**config.mk**
```make
export PLATFORM = sky130hd
export DESIGN_NAME = id_ex_stage
export DESIGN_NICKNAME = d
export VERILOG_FILES = /design/src/rtl/id_ex_stage.sv
export SDC_FILE = /design/constraint.sdc
export NUM_CORES = 1
export LEC_CHECK = 0
export ABC_AREA = 1
export ABC_CLOCK_PERIOD_IN_PS = 1700
export BUFFER_PORTS_ARGS = -buffer_cell sky130_fd_sc_hd__buf_2
export CELL_PAD_IN_SITES_DETAIL_PLACEMENT = 0
export CELL_PAD_IN_SITES_GLOBAL_PLACEMENT = 1
export CORE_ASPECT_RATIO = 0.5
export CORE_MARGIN = 1
export CORE_UTILIZATION = 32
export CTS_BUF_LIST = sky130_fd_sc_hd__clkbuf_8
export CTS_CLUSTER_DIAMETER = 120
export DETAILED_ROUTE_END_ITERATION = 8
export PLACE_DENSITY = 0.78
export SLEW_MARGIN = 10
export SYNTH_ARGS = -nofsm -noshare
export SYNTH_HDL_FRONTEND = slang
export SYNTH_SLANG_ARGS = --single-unit
```
**constraint.sdc**
```tcl
create_clock -name clk_i -period 1.7 [get_ports clk_i]
set_input_delay 0.255 -clock clk_i [delete_from_list [all_inputs] [get_ports clk_i]]
set_output_delay 0.255 -clock clk_i [all_outputs]
set_load 0.02 [all_outputs]
```
**src/rtl/id_ex_stage.sv**
```systemverilog
// ID/EX pipeline register: captures decoded ops, forwards MEM/WB results into the
// ALU operands, stalls on load-use hazards and supports valid/ready flow control with flush.
module id_ex_stage #(
  parameter int XLEN   = 32,
  parameter int RA_W   = 5,
  parameter int FWD_EN = 1
) (
  input  logic            clk_i,
  input  logic            rst_n_i,
  input  logic            flush_i,
  input  logic            in_valid_i,
  output logic            in_ready_o,
  input  logic [3:0]      ID_ALUCtl_i,
  input  logic [RA_W-1:0] ID_Rs1_i,
  input  logic [RA_W-1:0] ID_Rs2_i,
  input  logic [RA_W-1:0] ID_Rd_i,
  input  logic [XLEN-1:0] ID_Rs1Data_i,
  input  logic [XLEN-1:0] ID_Rs2Data_i,
  input  logic [XLEN-1:0] ID_Imm_i,
  input  logic [XLEN-1:0] ID_PC_i,
  input  logic            ID_ALUSrc_i,
  input  logic            ID_UsePC_i,
  input  logic            ID_RegWrite_i,
  input  logic            ID_MemRead_i,
  input  logic            ID_MemWrite_i,
  input  logic            MEM_RegWrite_i,
  input  logic [RA_W-1:0] MEM_Rd_i,
  input  logic [XLEN-1:0] MEM_Res_i,
  input  logic            WB_RegWrite_i,
  input  logic [RA_W-1:0] WB_Rd_i,
  input  logic [XLEN-1:0] WB_Res_i,
  output logic            out_valid_o,
  input  logic            out_ready_i,
  output logic [3:0]      ALUCtl_o,
  output logic [XLEN-1:0] Op1_o,
  output logic [XLEN-1:0] Op2_o,
  output logic [XLEN-1:0] StoreData_o,
  output logic [RA_W-1:0] Rd_o,
  output logic            RegWrite_o,
  output logic            MemRead_o,
  output logic            MemWrite_o
);

  logic            valid_q,     valid_d;
  logic [3:0]      alu_ctl_q,   alu_ctl_d;
  logic [RA_W-1:0] rs1_q,       rs1_d;
  logic [RA_W-1:0] rs2_q,       rs2_d;
  logic [RA_W-1:0] rd_q,        rd_d;
  logic [XLEN-1:0] rs1_data_q,  rs1_data_d;
  logic [XLEN-1:0] rs2_data_q,  rs2_data_d;
  logic [XLEN-1:0] imm_q,       imm_d;
  logic [XLEN-1:0] pc_q,        pc_d;
  logic            alu_src_q,   alu_src_d;
  logic            use_pc_q,    use_pc_d;
  logic            reg_write_q, reg_write_d;
  logic            mem_read_q,  mem_read_d;
  logic            mem_write_q, mem_write_d;

  logic            hazard;
  logic            advance;
  logic            accept;
  logic            wb_hit_rs1;
  logic            wb_hit_rs2;
  logic [XLEN-1:0] fwd_rs1;
  logic [XLEN-1:0] fwd_rs2;

  always_comb begin
    hazard = in_valid_i & valid_q & mem_read_q & (rd_q != '0) &
             (((rd_q == ID_Rs1_i) & ~ID_UsePC_i) | (rd_q == ID_Rs2_i));
    advance    = ~valid_q | out_ready_i;
    in_ready_o = advance & ~hazard;
    accept     = in_valid_i & in_ready_o & ~flush_i;
    wb_hit_rs1 = WB_RegWrite_i & (WB_Rd_i != '0) & (WB_Rd_i == ID_Rs1_i);
    wb_hit_rs2 = WB_RegWrite_i & (WB_Rd_i != '0) & (WB_Rd_i == ID_Rs2_i);
  end

  // MEM beats WB beats captured data; x0 always reads its captured value.
  always_comb begin
    fwd_rs1 = rs1_data_q;
    fwd_rs2 = rs2_data_q;
    if (FWD_EN != 0) begin
      if (rs1_q != '0) begin
        if (MEM_RegWrite_i && (MEM_Rd_i == rs1_q))     fwd_rs1 = MEM_Res_i;
        else if (WB_RegWrite_i && (WB_Rd_i == rs1_q))  fwd_rs1 = WB_Res_i;
      end
      if (rs2_q != '0) begin
        if (MEM_RegWrite_i && (MEM_Rd_i == rs2_q))     fwd_rs2 = MEM_Res_i;
        else if (WB_RegWrite_i && (WB_Rd_i == rs2_q))  fwd_rs2 = WB_Res_i;
      end
    end
  end

  always_comb begin
    valid_d     = valid_q;
    alu_ctl_d   = alu_ctl_q;
    rs1_d       = rs1_q;
    rs2_d       = rs2_q;
    rd_d        = rd_q;
    rs1_data_d  = rs1_data_q;
    rs2_data_d  = rs2_data_q;
    imm_d       = imm_q;
    pc_d        = pc_q;
    alu_src_d   = alu_src_q;
    use_pc_d    = use_pc_q;
    reg_write_d = reg_write_q;
    mem_read_d  = mem_read_q;
    mem_write_d = mem_write_q;
    if (accept) begin
      valid_d     = 1'b1;
      alu_ctl_d   = ID_ALUCtl_i;
      rs1_d       = ID_Rs1_i;
      rs2_d       = ID_Rs2_i;
      rd_d        = ID_Rd_i;
      rs1_data_d  = wb_hit_rs1 ? WB_Res_i : ID_Rs1Data_i;
      rs2_data_d  = wb_hit_rs2 ? WB_Res_i : ID_Rs2Data_i;
      imm_d       = ID_Imm_i;
      pc_d        = ID_PC_i;
      alu_src_d   = ID_ALUSrc_i;
      use_pc_d    = ID_UsePC_i;
      reg_write_d = ID_RegWrite_i;
      mem_read_d  = ID_MemRead_i;
      mem_write_d = ID_MemWrite_i;
    end else if (advance || flush_i) begin
      valid_d     = 1'b0;
      alu_ctl_d   = '0;
      rs1_d       = '0;
      rs2_d       = '0;
      rd_d        = '0;
      rs1_data_d  = '0;
      rs2_data_d  = '0;
      imm_d       = '0;
      pc_d        = '0;
      alu_src_d   = 1'b0;
      use_pc_d    = 1'b0;
      reg_write_d = 1'b0;
      mem_read_d  = 1'b0;
      mem_write_d = 1'b0;
    end else begin
      // Held op: latch forwarded values so a retiring WB result is not lost.
      rs1_data_d = fwd_rs1;
      rs2_data_d = fwd_rs2;
    end
  end

  always_ff @(posedge clk_i or negedge rst_n_i) begin
    if (!rst_n_i) begin
      valid_q     <= 1'b0;
      alu_ctl_q   <= '0;
      rs1_q       <= '0;
      rs2_q       <= '0;
      rd_q        <= '0;
      rs1_data_q  <= '0;
      rs2_data_q  <= '0;
      imm_q       <= '0;
      pc_q        <= '0;
      alu_src_q   <= 1'b0;
      use_pc_q    <= 1'b0;
      reg_write_q <= 1'b0;
      mem_read_q  <= 1'b0;
      mem_write_q <= 1'b0;
    end else begin
      valid_q     <= valid_d;
      alu_ctl_q   <= alu_ctl_d;
      rs1_q       <= rs1_d;
      rs2_q       <= rs2_d;
      rd_q        <= rd_d;
      rs1_data_q  <= rs1_data_d;
      rs2_data_q  <= rs2_data_d;
      imm_q       <= imm_d;
      pc_q        <= pc_d;
      alu_src_q   <= alu_src_d;
      use_pc_q    <= use_pc_d;
      reg_write_q <= reg_write_d;
      mem_read_q  <= mem_read_d;
      mem_write_q <= mem_write_d;
    end
  end

  always_comb begin
    out_valid_o = valid_q;
    ALUCtl_o    = alu_ctl_q;
    Rd_o        = rd_q;
    RegWrite_o  = valid_q & reg_write_q;
    MemRead_o   = valid_q & mem_read_q;
    MemWrite_o  = valid_q & mem_write_q;
    Op1_o       = use_pc_q  ? pc_q  : fwd_rs1;
    Op2_o       = alu_src_q ? imm_q : fwd_rs2;
    StoreData_o = fwd_rs2;
  end

endmodule

```
==> parameters.txt, run 1 <==
Parameter                              Value

Clocking
  Root buf cell ... sky130_fd_sc_hd__clkbuf_8
  CTS H-Tree Depth ... 4
  Skew-Pair Late Insertion Delay ... 0.52 ns
  Max Root-Sink Buffers ... 2
  CTS tree ... built
  Clock slew at reported path FFs ... 0.09 ns
  Clock sinks ... 153
  TritonCTS Buffers ... 17

Placement
  Port Buffer Count ... 342
  Pre-CTS setup slack ... -0.498 ns
  Post-Place Cells ... 2542
  Routability Congestion ... 0.964
  Placed inst area ... 13900 µm²
  Half-perimeter wire length after detailed placement ... 34200 µm

STA
  Least-Margin Pin Slew ... 0.457 ns
  Min cycle time layout ... 2.73 ns
  Number of hold-slack violations in the final timing report ... 0
  Headroom to the max-slew limit ... 0.695
  Period utilisation layout ... 1.61
  Worst clock skew on the final layout ... 0.0158 ns
  Number of slew-limit violations in the final report ... 0
  Final setup violating endpoints ... 242
  Unrepaired setup endpoints after global routing ... true
  Final worst slack ... -1.03 ns
  Max frequency ... 366 MHz

Worst setup path
  Chain of cells forming the critical path ... buf_6 > xor2_1 > nor2_1 > nand3_4 > buf_12 > clkbuf_16 > buf_4 > o21ai_1 > nand2_1 > and2_4 > buf_6
  Critical Path Most Common Cell ... sky130_fd_sc_hd__buf_6
  CP max-delay cell ... sky130_fd_sc_hd__dfrtp_1
  Worst endpoint required time ... 1.44 ns
  Capturing instance or port of the critical path ... StoreData_o[20]
  Startpoint of the worst register-to-register path ... rs1_q[1]
  Worst reg2reg path endpoint ... rs1_data_q[9]
  Crit path arrival time ... 2.48 ns
  Largest stage delay, worst path ... 0.44 ns
  Depth of the worst register-to-register path ... 17
  Setup slack of the worst register-to-register path ... -0.67 ns
  Crit Path Max Fanout ... 6
  Kind of end point of the critical path ... output pin
  Setup Crit Path Kind ... flip-flop to output pin
  Launch point of the worst path ... rs2_q[3]
  Kind of start point of the critical path ... flip-flop

Yosys
  Sequential area share after synthesis ... 0.361
  Post-synthesis cell area ... 10600 µm²
  Asr flop ratio synth ... 1.00
  Cells after synthesis ... 1748
  Seq cells post-synth ... 153
  Count of distinct cell types in the synthesized netlist ... 27
  Primary FF master, synth ... sky130_fd_sc_hd__dfrtp_1
  Avg Inst Size Synth ... 6.07 µm²
  Total number of yosys warnings ... 0
  Number of synthesized flops with an enable pin ... 0
  Synthesized net count ... 1981

Outcome
  Failing checks ... negative setup slack
  Outcome ... finished, violations left

Route
  First drt pass iteration count ... 5
  Detailed-route vias per instance ... 5.07
  Drt initial violations ... 1318
  Routed len/inst ... 19.3 µm
  Post-route DRC ... 0
  Detailed-route via count ... 14000
  Antenna viol nets, final ... 0
  Post-detailed-routing wire length ... 53100 µm

Power
  Power density relative to cell area ... 576 nW/µm²
  Peak supply drop ... 0.532 mV
  Total leakage power ... 10.1 nW
  Total Power Consumption ... 10.8 mW

Flow run
  Max Cap Viol ... 0

Finish
  Relative area change from synthesis to final layout ... 76.2%
  Final design area excluding fillers ... 18700 µm²
  Fin nets ... 2528
  Post-route insts no fill ... 2750
  Fraction of layout cells with a size suffix above 1 ... 0.428

Floorplan
  Die boundary width ... 259 µm
  Row cnt ... 46
  DIE HEIGHT ... 131 µm
  Die area ... 33900 µm²
  Area of the core ... 32100 µm²
  I/O pin count ... 343
  Initial standard-cell utilization of the core ... 0.330

Global route
  Pin count of the biggest net entering global routing ... 45
  Overall routing resource usage ... 0.301
  Global-route wire length before repair ... 76400 µm
  Remaining global-route overflow ... 0
  Number of antenna violations at the first check in global routing ... 10
  Number of global-route vias before repair ... 12900

Hold path
  Hold Crit Class ... input port to flip-flop
==> power by group <==
group | total [mW] | switching, mW | internal (mW) | leakage (nW)
registers | 3.90 | 0.0928 | 3.81 | 2.06
clock network | 3.14 | 1.64 | 1.50 | 0.204
logic | 3.73 | 2.06 | 1.67 | 7.82
total | 10.8 | 3.80 | 6.97 | 10.1
==> repair_timing <==
item,CTS,global route
resized for setup,375,336
hold endpoints to repair,195,0
pin swaps,77,110
buffers inserted,40,17
hold buffers,81,0
cloned,24,7
setup endpoints to repair,192,244
==> cell usage after synthesis (3+ instances only) <==
library cell / n / area, µm²
sky130_fd_sc_hd__dfrtp_1: 153 / 3830
sky130_fd_sc_hd__clkbuf_1: 52 / 195
sky130_fd_sc_hd__xnor2_1: 9 / 78.8
sky130_fd_sc_hd__o21ai_1: 23 / 115
sky130_fd_sc_hd__o21ai_0: 46 / 230
sky130_fd_sc_hd__inv_1: 130 / 488
sky130_fd_sc_hd__nand4_1: 4 / 25.0
sky130_fd_sc_hd__nand3_1: 349 / 1750
sky130_fd_sc_hd__buf_1: 14 / 52.6
sky130_fd_sc_hd__inv_2: 3 / 11.3
sky130_fd_sc_hd__and2_1: 32 / 200
sky130_fd_sc_hd__buf_2: 40 / 200
sky130_fd_sc_hd__nor2_1: 149 / 559
sky130_fd_sc_hd__nand2_1: 724 / 2720
sky130_fd_sc_hd__buf_4: 3 / 22.5
==> worst max-delay path: cells and delay by family, from the launching register on <==
family                    cells  cell delay [ns]
buffers and inverters         5             0.71
DFF                           1             0.44
and+or+nand+nor               4             0.58
AOI/OAI and AO/OA             1             0.10
xor gates and xnor gates      1             0.13
==> logic make-up (layout without fill, tap and decap cells) <==
family / count (synthesis) / after routing / share of synthesized area
AO/OA/AOI/OAI: 73 / 73 / 0.0359
flip-flops: 153 / 153 / 0.361
AND/OR/NAND/NOR: 1266 / 1266 / 0.500
buffers and inverters: 246 / 805 / 0.0945
other: 0 / 11 / 0
XOR/XNOR: 10 / 10 / 0.00826
==> how the worst min path moves through the flow <==
stage / startpoint / end / slack [ns] / cells past startpoint
6_report: ID_UsePC_i / use_pc_q / 0.04 / 3
5_1_grt: ID_Rs2_i[0] / rs2_q[0] / 0.02 / 3
4_1_cts: ID_UsePC_i / use_pc_q / 0.002 / 3
3_5_place_dp: rst_n_i / rs1_q[0] / 0.19 / 1
3_3_place_gp: rst_n_i / rs1_q[0] / 0.18 / 1
2_1_floorplan: rst_n_i / ALUCtl_o[0] / -0.04 / 0
==> routing by layer <==
| layer | wire length [µm] | GRT usage | share of wire | vias up |
|---|---|---|---|---|
| met3 | 3770 | 0.0527 | 0.071 | 123 |
| met5 | 0 | 0 | 0 | - |
| li1 | - | - | - | 6618 |
| met2 | 24100 | 0.466 | 0.45 | 648 |
| met4 | 1650 | 0.103 | 0.031 | 0 |
| met1 | 23600 | 0.424 | 0.44 | 6567 |
==> area by class of cell <==
cell class | instances | area (µm²)
diodes | 11 | 27.5
clock buffers | 18 | 248
clock inverters | 13 | 169
fillers | 3046 | 13400
inverters | 133 | 502
multi-input cells | 1349 | 7420
flip-flops and latches | 153 | 3830
well taps | 432 | 541
repair buffers | 641 | 5950
==> cells in the final DEF, fill, tap and decap left out, types with 18 or more instances in the layout <==
master / n
sky130_fd_sc_hd__nor2_1: 106
sky130_fd_sc_hd__dfrtp_1: 148
sky130_fd_sc_hd__buf_12: 42
sky130_fd_sc_hd__nor2_2: 27
sky130_fd_sc_hd__o21ai_1: 21
sky130_fd_sc_hd__nand2_2: 130
sky130_fd_sc_hd__nand2_4: 36
sky130_fd_sc_hd__buf_6: 95
sky130_fd_sc_hd__inv_1: 119
sky130_fd_sc_hd__o21ai_2: 41
sky130_fd_sc_hd__buf_4: 133
sky130_fd_sc_hd__dlygate4sd3_1: 81
sky130_fd_sc_hd__and2_4: 22
sky130_fd_sc_hd__clkbuf_8: 18
sky130_fd_sc_hd__nand3_2: 81
sky130_fd_sc_hd__nand2_1: 556
sky130_fd_sc_hd__buf_2: 252
sky130_fd_sc_hd__nor2_4: 18
sky130_fd_sc_hd__buf_16: 25
sky130_fd_sc_hd__nand3_1: 258
==> per-stage QoR <==
step / utilization / setup TNS, ns / hold slack (ns)
after floorplan: - / -2.80 / -0.0406
after global placement: 0.432 / -50.24 / 0.182
final: 0.582 / -110.22 / 0.0358
after detailed placement: 0.432 / -49.91 / 0.188
after global routing: 0.582 / -134.00 / 0.0234
after CTS: 0.539 / -110.13 / 0.00159
==> sequential cells by signal, indices dropped and copies added (netlist names) <==
name / cells
imm_q: 32
mem_read_q: 1
alu_src_q: 1
out_valid_o: 1
rs2_data_q: 32
mem_write_q: 1
pc_q: 32
ALUCtl_o: 4
reg_write_q: 1
use_pc_q: 1
rs1_q: 5
rs1_data_q: 32
Rd_o: 5
rs2_q: 5
(Power assumes the default switching activity.)
==> run 2, diff against run 1 <==
Settings changed: CORE_ASPECT_RATIO 0.5 to 1.1.
==> run 2 against run 1 <==
Compared with the run above:
- the flow still finishes with violations (negative setup slack)
- count of clock-buffer cells in the layout grew 1
- first-iteration DRC count fell by 12%
- setup slack improved by 0.19 ns
- flip-flop and latch count stayed put
- hold slack worse by 0.00075 ns
- via count shrank 2.5%
- fmax is 7.4% higher
- combinational power is 5.9% lower
- core utilization down 3.4 points
- largest power group unchanged
==> parameters.txt, run 2 (synthesized netlist as in run 1, its figures left out) <==
Parameter                              Value

Worst setup path
  Depth of the worst register-to-register path ... 16 (-1)
  Kind of end point of the critical path ... output pin
  Startpoint of the worst register-to-register path ... rs2_q[2]
  Crit path arrival time ... 2.29 ns (-0.19 ns)
  Kind of start point of the critical path ... flip-flop
  Worst reg2reg path endpoint ... rs2_data_q[8]
  Worst endpoint required time ... 1.44 ns (about the same)
  Crit Path Max Fanout ... 7 (+1)
  Setup slack of the worst register-to-register path ... -0.40 ns (+0.27 ns)
  Setup Crit Path Kind ... flip-flop to output pin

Clocking
  Skew-Pair Late Insertion Delay ... 0.50 ns (-0.02 ns)
  CTS H-Tree Depth ... 4 (unchanged)
  Root buf cell ... sky130_fd_sc_hd__clkbuf_8
  Max Root-Sink Buffers ... 2 (unchanged)
  Clock slew at reported path FFs ... 0.10 ns (about the same)
  Clock sinks ... 153 (unchanged)
  TritonCTS Buffers ... 17 (unchanged)
  CTS tree ... built

Placement
  Port Buffer Count ... 342 (unchanged)
  Half-perimeter wire length after detailed placement ... 34000 µm (-0.46%)
  Placed inst area ... 13600 µm² (-1.6%)
  Routability Congestion ... 0.945 (-2.0%)

Finish
  Most used cells in the layout excluding fill and tap cells ... 555 x sky130_fd_sc_hd__nand2_1, 283 x sky130_fd_sc_hd__nand3_1, 244 x sky130_fd_sc_hd__buf_2, 154 x sky130_fd_sc_hd__nand2_2, 146 x sky130_fd_sc_hd__dfrtp_1
  Final design area excluding fillers ... 17800 µm² (-4.9%)
  Fin nets ... 2482 (-1.8%)
  Most frequent standard cell in the layout excluding fill and tap cells ... sky130_fd_sc_hd__nand2_1
  Relative area change from synthesis to final layout ... 67.6%
  Fraction of layout cells with a size suffix above 1 ... 0.420 (-0.00829)

STA
  Max frequency ... 393 MHz (+7.4%)
  Headroom to the max-slew limit ... 0.709 (+0.0139)
  Min cycle time layout ... 2.54 ns (-0.189 ns)
  Worst clock skew on the final layout ... 0.0157 ns (-0.000167 ns)
  Number of slew-limit violations in the final report ... 0 (unchanged)
  Number of hold-slack violations in the final timing report ... 0 (unchanged)
  Worst Hold Slack ... 0.0350 ns (-0.000754 ns)
  Final worst slack ... -0.844 ns (+0.189 ns)
  Period utilisation layout ... 1.50 (-0.111)
  Unrepaired setup endpoints after global routing ... true
  Least-Margin Pin Slew ... 0.436 ns (-0.0209 ns)
  Final setup violating endpoints ... 234 (-3.3%)

Route
  Routed len/inst ... 18.9 µm (-2.2%)
  Antenna viol nets, final ... 0 (unchanged)
  Post-route DRC ... 0 (unchanged)
  Detailed-route via count ... 13600 (-2.5%)
  Drt initial violations ... 1161 (-12%)
  Post-detailed-routing wire length ... 50900 µm (-4.1%)
  First drt pass iteration count ... 6 (+1)
  Detailed-route vias per instance ... 5.04 (-0.61%)

Hold path
  Hold-critical path endpoint ... alu_src_q
  Hold Crit Class ... input port to flip-flop
  Depth of the worst hold-timing path ... 3 (unchanged)
  Origin of the worst min-delay path ... ID_ALUSrc_i

Global route
  Pin count of the biggest net entering global routing ... 65 (+44%)
  Number of antenna violations at the first check in global routing ... 12 (+2)
  Remaining global-route overflow ... 0 (unchanged)
  Number of global-route vias before repair ... 12700 (-1.2%)
  Overall routing resource usage ... 0.284 (-0.0172)
  Global-route wire length before repair ... 73500 µm (-3.9%)

Power
  Share of power burned in combinational logic ... 0.340 (-0.006)
  Sw frac ... 0.348 (-0.00441)
  Peak supply drop ... 0.495 mV (-6.8%)
  Clock network fraction of design power ... 0.283 (-0.009)
  Seq pwr share ... 0.377 (+0.015)
  Net switching component of the power ... 3.60 mW (-5.2%)
  Pint ... 6.74 mW (-3.4%)
  Total leakage power ... 9.62 nW (-4.5%)
  Power density relative to cell area ... 581 nW/µm² (+0.88%)

Outcome
  Outcome ... finished, violations left
  Failing checks ... negative setup slack

Floorplan
  I/O pin count ... 343 (unchanged)
  Area of the core ... 32500 µm² (+1.1%)
  Die boundary width ... 176 µm (-32%)
  Initial standard-cell utilization of the core ... 0.327 (-0.00351)
  DIE HEIGHT ... 193 µm (+48%)
  Row cnt ... 69 (+50%)
  Die area ... 33900 µm² (-0.13%)

Flow run
  Max Cap Viol ... 0 (unchanged)
## run 2: cell types whose count changed in the layout (fill, tap and decap cells not counted), moves of 18 or more
cell | before | now
sky130_fd_sc_hd__buf_16 | 25 | 5
sky130_fd_sc_hd__buf_4 | 133 | 110
sky130_fd_sc_hd__nand2_2 | 130 | 154
sky130_fd_sc_hd__nand2_4 | 36 | 15
sky130_fd_sc_hd__nand3_1 | 258 | 283
sky130_fd_sc_hd__nand3_2 | 81 | 63
sky130_fd_sc_hd__nor2_1 | 106 | 77
sky130_fd_sc_hd__nor2_2 | 27 | 51
sky130_fd_sc_hd__o21ai_2 | 41 | 23
## run 2: timing repair
item | CTS | global route
hold buffers | 77 | 0
pin swaps | 60 | 94
gates cloned | 7 | 16
endpoints found under the setup margin | 195 | 231
buffers inserted | 30 | 20
endpoints found under the hold margin | 229 | 0
gates resized for setup | 290 | 389
## run 2: critical path: stages (launching register included)
cell and delay, ns:
sky130_fd_sc_hd__dfrtp_2 0.47, sky130_fd_sc_hd__nand2_1 0.09, sky130_fd_sc_hd__nand2_1 0.08, sky130_fd_sc_hd__nor2_4 0.11, sky130_fd_sc_hd__nand3_4 0.13, sky130_fd_sc_hd__buf_12 0.18
sky130_fd_sc_hd__buf_16 0.14, sky130_fd_sc_hd__nor2_4 0.06, sky130_fd_sc_hd__nor2_1 0.04, sky130_fd_sc_hd__nand2_1 0.11, sky130_fd_sc_hd__buf_6 0.11, sky130_fd_sc_hd__and2_4 0.13
sky130_fd_sc_hd__buf_6 0.12
## run 2: metal layers
metal	share of wire	wire, µm	global-route usage
met1	0.43	22000	0.375
met4	0.032	1650	0.112
met2	0.47	24200	0.461
met3	0.060	3030	0.0469
met5	0.00098	50	0
## run 2: power groups by stage
stage	combinational, mW	clock [mW]	sequential (mW)
2_1_floorplan	1.29	0	3.96
3_3_place_gp	2.54	0	3.96
3_5_place_dp	2.54	0	3.96
4_1_cts	3.10	2.98	3.89
5_1_grt	3.77	3.10	3.92
6_report	3.51	2.93	3.90
## run 2: worst max path at each step
stage / startpoint / to / slack [ns] / depth (start not counted)
6_report: rs2_q[3] / StoreData_o[31] / -0.84 / 12
5_1_grt: rs2_q[3] / StoreData_o[24] / -0.96 / 9
4_1_cts: rs2_q[3] / StoreData_o[13] / -0.84 / 9
3_5_place_dp: rs2_q[0] / StoreData_o[14] / -0.37 / 10
3_3_place_gp: rs2_q[0] / Op2_o[13] / -0.43 / 13
2_1_floorplan: rs2_q[2] / Op2_o[10] / -0.05 / 11
## run 2: cell type report
cell class / instances / area (µm²)
antenna: 9 / 22.5
tap: 426 / 533
fill: 3142 / 14700
timing repair buffer: 595 / 5290
sequential: 153 / 3840
clock buffer: 19 / 262
inverter: 133 / 504
multi-input combinational: 1349 / 7210
clock inverter: 13 / 131
## run 2: through the flow
| step | worst slack (ns) | TNS (ns) | std cells | total power [mW] | utilization |
|---|---|---|---|---|---|
| 4_1_cts | -0.836 | -78.11 | 2663 | 9.98 | 0.495 |
| 5_1_grt | -0.957 | -110.33 | 2696 | 10.8 | 0.548 |
| 6_report | -0.844 | -87.46 | 2697 | 10.3 | 0.548 |
| 2_1_floorplan | -0.0482 | -2.80 | 1748 | 5.25 | - |
| 3_5_place_dp | -0.374 | -40.27 | 2517 | 6.50 | 0.420 |
| 3_3_place_gp | -0.426 | -43.32 | 2517 | 6.49 | 0.420 |
